--- src/rtl/seven_segment_reader_if.sv ---
// Seven-segment link: segment pattern plus common cathode from the source,
// decoded code and status flags back from the reader.
interface seven_segment_reader_if;
  logic       seg_a;
  logic       seg_b;
  logic       seg_c;
  logic       seg_d;
  logic       seg_e;
  logic       seg_f;
  logic       seg_g;
  logic       catodo_comum_dsp;
  logic [2:0] code_out;
  logic       code_valid;
  logic       range_err;
  logic       invalid;
  logic       blank;

  modport master (
    output seg_a, seg_b, seg_c, seg_d, seg_e, seg_f, seg_g, catodo_comum_dsp,
    input  code_out, code_valid, range_err, invalid, blank
  );

  modport slave (
    input  seg_a, seg_b, seg_c, seg_d, seg_e, seg_f, seg_g, catodo_comum_dsp,
    output code_out, code_valid, range_err, invalid, blank
  );
endinterface

--- src/rtl/seven_segment_reader.sv ---
// Recovers a 3-bit code from a synchronized seven-segment pattern once it has
// held steady for STABLE_CYCLES samples; flags 'E', blank and unknown glyphs.
module seven_segment_reader #(
  parameter int STABLE_CYCLES = 4
) (
  input  logic                   clk,
  input  logic                   rst_n,
  seven_segment_reader_if.slave  seg_bus
);

  localparam logic [3:0] STABLE_C = 4'(STABLE_CYCLES);

  typedef enum logic {SETTLE = 1'b0, LOCKED = 1'b1} state_t;

  typedef struct packed {
    logic [2:0] code;
    logic       glyph;
    logic       rerr;
    logic       inv;
    logic       blank;
  } dec_t;

  function automatic dec_t decode(input logic [6:0] pat);
    dec_t d;
    d = '0;
    case (pat)
      7'b1111110: begin d.code = 3'd0; d.glyph = 1'b1; end
      7'b0110000: begin d.code = 3'd1; d.glyph = 1'b1; end
      7'b1101101: begin d.code = 3'd2; d.glyph = 1'b1; end
      7'b1111001: begin d.code = 3'd3; d.glyph = 1'b1; end
      7'b1001111: begin d.code = 3'd4; d.glyph = 1'b1; d.rerr = 1'b1; end
      7'b0000000: d.blank = 1'b1;
      default:    d.inv   = 1'b1;
    endcase
    return d;
  endfunction

  logic [7:0] r_sync_p0;
  logic [7:0] r_sync_p1;
  logic [6:0] w_pat;

  // Stage p0/p1: two-flop synchronizer on {cathode, a..g}
  always_ff @(posedge clk or negedge rst_n) begin
    if (!rst_n) begin
      r_sync_p0 <= '0;
      r_sync_p1 <= '0;
    end else begin
      r_sync_p0 <= {seg_bus.catodo_comum_dsp, seg_bus.seg_a, seg_bus.seg_b,
                    seg_bus.seg_c, seg_bus.seg_d, seg_bus.seg_e,
                    seg_bus.seg_f, seg_bus.seg_g};
      r_sync_p1 <= r_sync_p0;
    end
  end

  assign w_pat = r_sync_p1[7] ? 7'd0 : r_sync_p1[6:0];

  state_t     r_state;
  state_t     w_state_nxt;
  logic [6:0] r_cand;
  logic [3:0] r_cnt;
  logic [3:0] w_cnt_nxt;
  logic       w_differ;
  logic       w_accept;

  // Stage p2: stability qualification of the synchronized pattern
  always_ff @(posedge clk or negedge rst_n) begin
    if (!rst_n) begin
      r_state <= SETTLE;
      r_cand  <= '0;
      r_cnt   <= '0;
    end else begin
      r_state <= w_state_nxt;
      r_cand  <= w_pat;
      r_cnt   <= w_cnt_nxt;
    end
  end

  assign w_differ = (w_pat != r_cand);

  always_comb begin
    w_cnt_nxt = r_cnt;
    if (w_differ)
      w_cnt_nxt = 4'd1;
    else if (r_cnt < STABLE_C)
      w_cnt_nxt = r_cnt + 4'd1;
  end

  // A fresh pattern (reload) can accept immediately when STABLE_CYCLES is 1.
  assign w_accept = ((r_state == SETTLE) || w_differ) && (w_cnt_nxt == STABLE_C);

  always_comb begin
    w_state_nxt = r_state;
    if (w_accept)
      w_state_nxt = LOCKED;
    else if (w_differ)
      w_state_nxt = SETTLE;
  end

  dec_t       w_dec;
  logic [2:0] r_code;
  logic       r_vld;
  logic       r_rerr;
  logic       r_inv;
  logic       r_blank;
  logic [2:0] w_code_nxt;
  logic       w_vld_nxt;
  logic       w_rerr_nxt;
  logic       w_inv_nxt;
  logic       w_blank_nxt;

  assign w_dec = decode(w_pat);

  always_comb begin
    w_code_nxt  = r_code;
    w_vld_nxt   = 1'b0;
    w_rerr_nxt  = r_rerr;
    w_inv_nxt   = r_inv;
    w_blank_nxt = r_blank;
    if (w_accept) begin
      if (w_dec.glyph)
        w_code_nxt = w_dec.code;
      w_vld_nxt   = w_dec.glyph;
      w_rerr_nxt  = w_dec.rerr;
      w_inv_nxt   = w_dec.inv;
      w_blank_nxt = w_dec.blank;
    end
  end

  // Stage p3: registered outputs
  always_ff @(posedge clk or negedge rst_n) begin
    if (!rst_n) begin
      r_code  <= 3'd0;
      r_vld   <= 1'b0;
      r_rerr  <= 1'b0;
      r_inv   <= 1'b0;
      r_blank <= 1'b1;
    end else begin
      r_code  <= w_code_nxt;
      r_vld   <= w_vld_nxt;
      r_rerr  <= w_rerr_nxt;
      r_inv   <= w_inv_nxt;
      r_blank <= w_blank_nxt;
    end
  end

  assign seg_bus.code_out   = r_code;
  assign seg_bus.code_valid = r_vld;
  assign seg_bus.range_err  = r_rerr;
  assign seg_bus.invalid    = r_inv;
  assign seg_bus.blank      = r_blank;

endmodule

--- src/flat_wrapper.sv ---
// flat-port wrapper written by rule: the top's interface ports become plain ports
module seven_segment_reader_flat 
#(
  parameter int STABLE_CYCLES = 4
)
  (clk, rst_n, seg_bus_seg_a, seg_bus_seg_b, seg_bus_seg_c, seg_bus_seg_d, seg_bus_seg_e, seg_bus_seg_f, seg_bus_seg_g, seg_bus_catodo_comum_dsp, seg_bus_code_out, seg_bus_code_valid, seg_bus_range_err, seg_bus_invalid, seg_bus_blank);
  seven_segment_reader_if seg_bus_i ();
  input  logic clk;
  input  logic rst_n;
  input wire logic [$bits(seg_bus_i.seg_a)-1:0] seg_bus_seg_a;
  input wire logic [$bits(seg_bus_i.seg_b)-1:0] seg_bus_seg_b;
  input wire logic [$bits(seg_bus_i.seg_c)-1:0] seg_bus_seg_c;
  input wire logic [$bits(seg_bus_i.seg_d)-1:0] seg_bus_seg_d;
  input wire logic [$bits(seg_bus_i.seg_e)-1:0] seg_bus_seg_e;
  input wire logic [$bits(seg_bus_i.seg_f)-1:0] seg_bus_seg_f;
  input wire logic [$bits(seg_bus_i.seg_g)-1:0] seg_bus_seg_g;
  input wire logic [$bits(seg_bus_i.catodo_comum_dsp)-1:0] seg_bus_catodo_comum_dsp;
  output wire logic [$bits(seg_bus_i.code_out)-1:0] seg_bus_code_out;
  output wire logic [$bits(seg_bus_i.code_valid)-1:0] seg_bus_code_valid;
  output wire logic [$bits(seg_bus_i.range_err)-1:0] seg_bus_range_err;
  output wire logic [$bits(seg_bus_i.invalid)-1:0] seg_bus_invalid;
  output wire logic [$bits(seg_bus_i.blank)-1:0] seg_bus_blank;
  assign seg_bus_i.seg_a = seg_bus_seg_a;
  assign seg_bus_i.seg_b = seg_bus_seg_b;
  assign seg_bus_i.seg_c = seg_bus_seg_c;
  assign seg_bus_i.seg_d = seg_bus_seg_d;
  assign seg_bus_i.seg_e = seg_bus_seg_e;
  assign seg_bus_i.seg_f = seg_bus_seg_f;
  assign seg_bus_i.seg_g = seg_bus_seg_g;
  assign seg_bus_i.catodo_comum_dsp = seg_bus_catodo_comum_dsp;
  assign seg_bus_code_out = seg_bus_i.code_out;
  assign seg_bus_code_valid = seg_bus_i.code_valid;
  assign seg_bus_range_err = seg_bus_i.range_err;
  assign seg_bus_invalid = seg_bus_i.invalid;
  assign seg_bus_blank = seg_bus_i.blank;
  seven_segment_reader #(.STABLE_CYCLES(STABLE_CYCLES)) u_core (.clk(clk), .rst_n(rst_n), .seg_bus(seg_bus_i));
endmodule
--- config.mk ---
export PLATFORM = sky130hd
export DESIGN_NAME = seven_segment_reader_flat
export DESIGN_NICKNAME = d
export VERILOG_FILES = /design/src/rtl/seven_segment_reader_if.sv /design/src/rtl/seven_segment_reader.sv /design/src/flat_wrapper.sv
export SDC_FILE = /design/constraint.sdc
export NUM_CORES = 1
export LEC_CHECK = 0
export BUFFER_PORTS_ARGS = -buffer_cell sky130_fd_sc_hd__buf_2
export CAP_MARGIN = 15
export CORE_AREA = 4 4 65 52
export DETAILED_ROUTE_END_ITERATION = 8
export DIE_AREA = 0 0 69 56
export PLACE_DENSITY = 0.8
export SLEW_MARGIN = 20
export SYNTH_ARGS = -nofsm -noshare
export SYNTH_HDL_FRONTEND = slang
export SYNTH_SLANG_ARGS = --single-unit
--- constraint.sdc ---
create_clock -name clk -period 2.3 [get_ports clk]
set_input_delay 0.23 -clock clk [delete_from_list [all_inputs] [get_ports clk]]
set_output_delay 0.23 -clock clk [all_outputs]
set_load 0.03 [all_outputs]
==> results of run 1 <==
[flip-flops by register name, indices dropped and copies added (netlist names)]
| name | count |
|---|---|
| u_core.seg_bus.code_valid | 1 |
| u_core.seg_bus.invalid | 1 |
| u_core.r_state | 1 |
| u_core.seg_bus.code_out | 3 |
| u_core.r_sync_p0 | 8 |
| u_core.seg_bus.range_err | 1 |
| u_core.r_cand | 7 |
| u_core.r_cnt | 4 |
| u_core.seg_bus.blank | 1 |
| u_core.r_sync_p1 | 8 |
[cell usage after synthesis, types with 2 or more instances]
library cell	count
dfrtp_1	34
nor3_1	2
inv_1	3
o21ai_1	2
nand2b_1	3
nor2_1	12
buf_2	2
nand4_1	3
and2b_1	2
nand2_1	3
o32ai_2	2
mux2_4	2
nand4b_1	2
a21oi_1	5
nor4bb_1	3
mux2_1	3
nor2b_1	6
o21bai_1	2
a31oi_1	2
xnor2_1	3
[how the worst max path moves through the flow]
stage | startpoint | to | slack, ns
floorplan | u_core.r_cnt[0] | u_core.seg_bus.code_out[1] | 0.16
global placement | u_core.r_cnt[0] | u_core.seg_bus.code_out[2] | 0.09
detailed placement | u_core.r_cnt[0] | u_core.seg_bus.code_out[1] | -0.10
CTS | u_core.r_cnt[0] | u_core.seg_bus.code_out[1] | 0.02
global route | u_core.r_cnt[0] | u_core.seg_bus.code_out[1] | 0.01
finish | u_core.r_cnt[0] | u_core.seg_bus.code_out[1] | 0.11
[layout make-up]
cell class                 instances  area (um2)  share of cell area (%)
timing repair buffer              18        95.1                    5.45
inverter                           3        11.3                   0.645
tap                               38        47.5                    2.72
sequential                        35         878                    50.3
clock buffer                       6        82.6                    4.73
clock inverter                     2        16.3                   0.932
multi-input combinational         74         614                    35.2
[through the flow]
| step | cell area [um2] | TNS, ns | std cells |
|---|---|---|---|
| 2_1_floorplan | 1490 | 0 | 115 |
| 3_3_place_gp | 1610 | 0 | 167 |
| 3_5_place_dp | 1610 | -0.186 | 167 |
| 4_1_cts | 1710 | 0 | 175 |
| 5_1_grt | 1750 | 0 | 176 |
| 6_report | 1750 | 0 | 176 |
[cell families (layout without fill, tap and decap cells)]
group,count (synthesis),count (layout),synth area share [%]
mux,5,5,4.27
fa+ha+maj,1,1,0.838
xor+xnor,5,5,3.44
simple gates,44,44,19.7
buf+inv,6,29,2.18
compound gates,19,19,10.8
flops,35,35,58.8
[power by group through the flow]
stage | Clock, mW | Combinational, mW | Sequential, mW
floorplan | 0 | 0.0563 | 0.665
global placement | 0 | 0.0756 | 0.671
detailed placement | 0 | 0.0796 | 0.674
CTS | 0.470 | 0.0805 | 0.662
global route | 0.505 | 0.0932 | 0.666
finish | 0.457 | 0.0831 | 0.664
[layer usage]
layer / wire, um / vias up
met4: 42 / 0
met2: 1310 / 19
li1: - / 455
met3: 125 / 7
met1: 1090 / 474
met5: 0 / -
[what timing repair did]
item / in CTS / in global routing
endpoints found under the setup margin: 3 / 2
pin swaps: 2 / 1
cloned: 0 / 0
gates resized for setup: 1 / 4
setup buffers: 0 / 1
==> summary.md, run 1 <==
| Metric | Value |
|---|---|
| Status | finished, final reports clean |
| Root buf cell | clkbuf_8 |
| Busiest grt layer | met2 |
| Worst vdd rail ir drop | 445 uV |
| CP cell instances | ha_4, nor4bb_4, o21ai_2, a2111oi_4, and4_4, mux2_4 |
| Reg-to-Reg End | u_core.seg_bus.code_out[1] |
| Synth top area share | 57.0% |
| Io pins | 17 |
| H-tree Lvls | 2 |
| Setup WS pre-CTS | -0.100 ns |
| CTS Hold Buffers Added | 0 |
| Drt wl/cell | 14.6 um |
| Fin crit share | 95.1% |
| Largest net degree at the start of global routing | 36 |
| CP peak stage delay | 0.44 ns |
| Fin util | 62.2% |
| DR pass1 iterations | 4 |
| Synth area leaders | dfrtp_1 (57%), nor2_1 (3.0%), nor2b_1 (2.5%) |
| Commonest non-fill, non-tap cell in the layout | dfrtp_1 |
| P_int | 0.921 mW |
| M2 GR Usage | 23.9% |
| Worst EP required | 2.47 ns |
| Worst slew pin tran | 0.723 ns |
| Area Overhead vs Synth | 16.9% |
| Die width | 69 um |
| Final Max Tran Viols | 0 |
| CTS Sinks | 35 |
| Worst R2R Setup Slack | 0.11 ns |
| Crit path capture type | flop |
| Global-route usage over all layers | 14.7% |
| Total Power | 1.20 mW |
| Sw Ratio | 23.6% |
| Reg2reg start | u_core.r_cnt[0] |
| Post-Synthesis Cell Area | 1490 um2 |
| Commonest cells after routing, fill and taps aside | dfrtp_1 (33), buf_2 (16), nor2_1 (12) |
| EDFF count, synth | 0 |
| Comb pwr share | 6.9% |
| Fmax | 457 MHz |
| # diodes | 0 |
| Critical path class | reg -> reg |
| PD cells | 690 nW/um2 |
| Setup repair after global routing missed its margin | no |
| Overflow after GRT | 0 |
| Skew final | 0.00501 ns |
| Min Hold Slack | 0.00244 ns |
| Switching power | 0.284 mW |
| Syn. warnings | 0 |
| Final hold violation count | 0 |
| Final setup fails | 0 |
| Vias in the first global route | 962 |
| Fillers | 222 |
| Max Cap Violations | 0 |
| Top delay family on crit path | simple AND/OR/NAND/NOR gates |
| Distinct cells, synth | 39 |
| GP Congestion | 0.841 |
| Post-route ant nets | 0 |
| Synth area leader | dfrtp_1 |
| CP bufs+invs | 0 |
| CTS tree | yes |
| GR Util met1 | 17.1% |
| Crit path DAT | 2.35 ns |
| Startpoint Class | flop |
| Met3 Use GR | 5.78% |
| Seq/Total Area, Yosys | 58.8% |
| Rel. slew slack | 51.8% |
| Die H | 56 um |
| Syn Nets | 126 |
| Clk pwr share | 38.0% |
| R2R cell count | 6 |
| Site Rows | 17 |
| CP max FO | 3 |
| Layout cells sized above 1 | 31.9% |
| Cells after Synth | 115 |
| Leak | 0.764 nW |
| Initial DRC count | 61 |
| Core area | 2810 um2 |
| Syn_area_per_cell | 13.0 um2 |
| First-pass GRT wire length | 4430 um |
| Nets | 148 |
| Via Count | 955 |
| #FFs+latches synth | 35 |
| Vias per std cell | 5.43 |
| HP Class | in -> async |
| Post-DP HPWL | 1840 um |
| DIE AREA | 3860 um2 |
| Worst-skew pair later-pin latency | 0.28 ns |
| Fin worst setup slack | 0.113 ns |
| Tmin final | 2.19 ns |
| Slowest stage cell, crit path | dfrtp_2 |
| Remaining DRCs | 0 |
| Synth async-reset ratio | 100% |
| CP Depth | 6 |
| CTS Buf Count | 5 |
| WL final | 2560 um |
| Most used DFF post-synth | dfrtp_1 |
| Initial Utilization | 53.2% |
| Flop pwr share | 55.1% |
| Initial antenna violation count | 0 |
| Longest Clk Path Bufs | 2 |
| Count of input and output buffers | 16 |
| CTS clk-pin slew, worst paths | 0.07 ns |
(Power assumes the default switching activity.)
==> run 2: changes to the inputs <==
- CELL_PAD_IN_SITES_DETAIL_PLACEMENT: unset -> 1
- CELL_PAD_IN_SITES_GLOBAL_PLACEMENT: unset -> 2
- CORE_AREA: 4 4 65 52 -> 4 4 74 59
- DIE_AREA: 0 0 69 56 -> 0 0 78 63
- PLACE_DENSITY: 0.8 -> 0.86
- clock period: 2.3 -> 2.7 ns (I/O delays scaled with it)
==> summary.md, run 2 (same netlist as run 1, synthesis figures left out) <==
| Metric | Value |
|---|---|
| Initial Utilization | 41.6% |
| Status | finished, final reports clean |
| Rel. slew slack | 49.6% |
| CTS Buf Count | 5 |
| Commonest non-fill, non-tap cell in the layout | dfrtp_1 |
| Drt wl/cell | 15.9 um |
| Comb pwr share | 6.3% |
| Overflow after GRT | 0 |
| Critical path class | reg -> reg |
| Sw Ratio | 24.5% |
| Via Count | 967 |
| Startpoint Class | flop |
| Clk pwr share | 38.7% |
| Post-route ant nets | 0 |
| Nets | 146 |
| Largest net degree at the start of global routing | 36 |
| Reg-to-Reg End | u_core.seg_bus.code_out[2] |
| Final Max Tran Viols | 0 |
| Setup repair after global routing missed its margin | no |
| Leak | 0.752 nW |
| # diodes | 0 |
| HP Class | in -> async |
| Die width | 78 um |
| Initial antenna violation count | 0 |
| CTS Hold Buffers Added | 0 |
| Worst slew pin tran | 0.756 ns |
| CTS tree | yes |
| Max Cap Violations | 0 |
| Commonest cells after routing, fill and taps aside | dfrtp_1 (34), buf_2 (16), nor2_1 (12) |
| DR pass1 iterations | 4 |
| Remaining DRCs | 0 |
| First-pass GRT wire length | 5100 um |
| Root buf cell | clkbuf_8 |
| Post-DP HPWL | 2210 um |
| Worst R2R Setup Slack | 0.34 ns |
| Count of input and output buffers | 16 |
| Worst-skew pair later-pin latency | 0.29 ns |
| Vias per std cell | 5.14 |
| PD cells | 602 nW/um2 |
| Initial DRC count | 34 |
| Final setup fails | 0 |
| Site Rows | 19 |
| Switching power | 0.253 mW |
| Tmin final | 2.36 ns |
| Core area | 3590 um2 |
| Fin crit share | 87.6% |
| Post-CTS Setup Inserts | 0 |
| H-tree Lvls | 2 |
| CTS resizes | 0 |
| GP Congestion | 0.725 |
| CTS Sinks | 35 |
| Worst EP required | 2.87 ns |
| CTS clk-pin slew, worst paths | 0.07 ns |
| R2R cell count | 6 |
| P_int | 0.780 mW |
| Die H | 63 um |
| Io pins | 17 |
| Flop pwr share | 55.0% |
| Crit path DAT | 2.54 ns |
| Total Neg Setup Slack | 0 ns |
| Worst vdd rail ir drop | 473 uV |
| WL final | 2980 um |
| Vias in the first global route | 1,040 |
| Total Power | 1.03 mW |
| Global-route usage over all layers | 13.9% |
| Crit path capture type | flop |
| Final hold violation count | 0 |
| Layout cells sized above 1 | 27.9% |
| Skew final | 0.00160 ns |
| DIE AREA | 4910 um2 |
| Biggest regs | u_core.r_sync_p0: 8 flops, u_core.r_sync_p1: 8 flops, u_core.r_cand: 7 flops |
| Area Overhead vs Synth | 14.9% |
| Reg2reg start | u_core.r_cnt[0] |
| CP max FO | 4 |
| Longest Clk Path Bufs | 2 |
| Fmax | 423 MHz |
==> run 2: metal layers <==
metal,share of wire [%],GRT usage [%],routed length [um]
met1,41,14.9,1210
met4,2.1,7.21,63
met3,6.7,6.34,201
met5,0,0,0
met2,51,23.1,1510
==> run 2: worst max-delay path, stage by stage (launching register included) <==
cell       delay, ns
dfrtp_1         0.43
ha_1            0.33
nor4bb_1        0.31
o21ai_1         0.21
a2111oi_4       0.37
and4_4          0.31
mux2_4          0.30
==> run 2: worst max-delay path by stage <==
| stage | startpoint | endpoint | slack (ns) | depth (start not counted) |
|---|---|---|---|---|
| CTS | u_core.r_cnt[0] | u_core.seg_bus.code_out[2] | 0.33 | 6 |
| floorplan | u_core.r_cnt[0] | u_core.seg_bus.code_out[1] | 0.56 | 6 |
| global route | u_core.r_cnt[0] | u_core.seg_bus.code_out[2] | 0.30 | 6 |
| finish | u_core.r_cnt[0] | u_core.seg_bus.code_out[2] | 0.34 | 6 |
| detailed placement | u_core.r_cnt[0] | u_core.seg_bus.code_out[2] | 0.36 | 6 |
| global placement | u_core.r_cnt[0] | u_core.seg_bus.code_out[1] | 0.47 | 6 |
==> run 2: final cells by class <==
class / count / area [um2]
Clock buffer: 6 / 82.6
Inverter: 3 / 11.3
Multi-Input combinational cell: 74 / 583
Timing Repair Buffer: 16 / 80.1
Tap cell: 52 / 65.1
Sequential cell: 35 / 877
Fill cell: 391 / 1870
Clock inverter: 2 / 16.3
==> run 2: metrics by stage <==
stage	utilization (%)	cells	hold slack (ns)	setup WS (ns)	instance area, um2
floorplan	-	115	-0.0256	0.561	1490
global placement	45.0	180	0.333	0.471	1620
detailed placement	45.0	180	0.337	0.357	1620
CTS	47.8	188	0.0670	0.333	1720
global route	47.8	188	0.0702	0.305	1720
finish	47.8	188	0.0469	0.335	1720
==> run 2: power groups by stage <==
stage	logic, mW	registers [mW]	clock network [mW]
5_1_grt	0.0732	0.572	0.442
3_3_place_gp	0.0625	0.576	0
2_1_floorplan	0.0480	0.567	0
6_report	0.0652	0.568	0.400
4_1_cts	0.0664	0.568	0.414
3_5_place_dp	0.0662	0.578	0
==> run 3: changes to the inputs <==
- PLACE_DENSITY: 0.86 -> unset
- PLACE_DENSITY_LB_ADDON: unset -> 0.1
==> summary.md, run 3 (same netlist as run 1, synthesis figures left out) <==
| Metric | Value |
|---|---|
| Overflow after GRT | 0 |
| Final setup fails | 0 |
| Fmax | 431 MHz |
| Worst-skew pair later-pin latency | 0.29 ns |
| Leak | 0.757 nW |
| Post-route ant nets | 0 |
| CP peak stage delay | 0.42 ns |
| Final hold violation count | 0 |
| CTS resizes | 0 |
| Die width | 78 um |
| Initial Utilization | 41.6% |
| Tmin final | 2.32 ns |
| Via Count | 951 |
| Setup WS pre-CTS | 0.394 ns |
| CP max FO | 4 |
| Die H | 63 um |
| Fin worst setup slack | 0.382 ns |
| Final Max Tran Viols | 0 |
| Root buf cell | clkbuf_8 |
| Core area | 3590 um2 |
| Fin util | 47.8% |
| Fillers | 377 |
| Max Cap Violations | 0 |
| Worst slew pin tran | 0.743 ns |
| CTS Hold Buffers Added | 0 |
| CTS tree | yes |
| CTS Buf Count | 5 |
| Reg2reg start | u_core.r_cnt[0] |
| Skew final | 0.00608 ns |
| Count of input and output buffers | 16 |
| Largest net degree at the start of global routing | 36 |
| Slowest stage cell, crit path | dfrtp_1 |
| Initial antenna violation count | 0 |
| CTS clk-pin slew, worst paths | 0.07 ns |
| Status | finished, final reports clean |
| H-tree Lvls | 2 |
| HP Class | in -> async |
| Global-route usage over all layers | 13.8% |
| Worst R2R Setup Slack | 0.38 ns |
| Post-CTS Setup Inserts | 0 |
| PD cells | 607 nW/um2 |
| Final instance area | 1720 um2 |
| Commonest cells after routing, fill and taps aside | dfrtp_1 (34), buf_2 (16), nor2_1 (12) |
| Drt wl/cell | 14.9 um |
| Longest Clk Path Bufs | 2 |
| Biggest regs | u_core.r_sync_p0: 8 flops, u_core.r_sync_p1: 8 flops, u_core.r_cand: 7 flops |
| Site Rows | 19 |
| Startpoint Class | flop |
| Setup repair after global routing missed its margin | no |
| Initial DRC count | 48 |
| Commonest non-fill, non-tap cell in the layout | dfrtp_1 |
| Min Hold Slack | 0.0483 ns |
| Reg-to-Reg End | u_core.seg_bus.code_out[2] |
| Worst vdd rail ir drop | 404 uV |
| # diodes | 0 |
| WL final | 2810 um |
| Placed instance area | 1620 um2 |
| Vias in the first global route | 1,062 |
| First-pass GRT wire length | 5090 um |
| Area Overhead vs Synth | 15.0% |
| Remaining DRCs | 0 |
| Post-DP HPWL | 2040 um |
| Crit path capture type | flop |
| CTS Sinks | 35 |
| Vias per std cell | 5.06 |
| Crit path DAT | 2.49 ns |
| Top delay family on crit path | compound AO/OA/AOI/OAI gates |
| DR pass1 iterations | 4 |
| GP Congestion | 0.791 |
| CP cell instances | ha_1, nor4bb_1, o21ai_1, a2111oi_4, and4_4, mux2_4 |
| DIE AREA | 4910 um2 |
| Total Neg Setup Slack | 0 ns |
| Worst EP required | 2.87 ns |
| R2R cell count | 6 |
| Nets | 146 |
| Fin crit share | 85.9% |
| Rel. slew slack | 50.4% |
| Critical path class | reg -> reg |
| CP bufs+invs | 0 |
| Layout cells sized above 1 | 27.2% |
| Io pins | 17 |
-- run 3: cell count changes in the layout (fill, tap and decap cells not counted) --
| cell | before | now |
|---|---|---|
| clkinv_4 | 1 | 0 |
| clkbuf_8 | 6 | 7 |
| clkinvlp_4 | 1 | 0 |
| clkbuf_1 | 0 | 1 |
-- run 3: where the power goes --
group	switching (mW)	leakage, nW	internal [mW]	total (mW)
Clock	0.178	0.0515	0.233	0.411
Combinational	0.0345	0.269	0.0295	0.0640
Sequential	0.0244	0.436	0.543	0.568
-- run 3: per-layer routing --
metal,vias up,GRT usage (%),wire length [um]
met2,16,20.7,1380
li1,451,-,-
met3,7,5.62,84
met1,477,16.9,1300
met5,-,0,0
met4,0,7.64,53
-- run 3: cell type report --
cell class              instances  area [um2]  area share [%]
repair buffers                 16        80.1            4.66
inverters                       3        11.3           0.656
multi-input cells              74         583            34.0
clock buffers                   8         100            5.83
well taps                      52        65.1            3.79
flip-flops and latches         35         877            51.1
-- run 3: metrics by stage --
step                total power [mW]  cells
global route                    1.10    188
global placement               0.639    180
floorplan                      0.615    115
finish                          1.04    188
CTS                             1.06    188
detailed placement             0.643    180
-- run 3: worst max path at each step --
stage / to / cells past startpoint / slack, ns / start
after floorplan: u_core.seg_bus.code_out[1] / 6 / 0.56 / u_core.r_cnt[0]
after global placement: u_core.seg_bus.code_out[2] / 6 / 0.43 / u_core.r_cnt[0]
after detailed placement: u_core.seg_bus.code_out[2] / 6 / 0.39 / u_core.r_cnt[0]
after CTS: u_core.seg_bus.code_out[2] / 6 / 0.39 / u_core.r_cnt[0]
after global routing: u_core.seg_bus.code_out[2] / 6 / 0.25 / u_core.r_cnt[0]
final: u_core.seg_bus.code_out[2] / 6 / 0.38 / u_core.r_cnt[0]
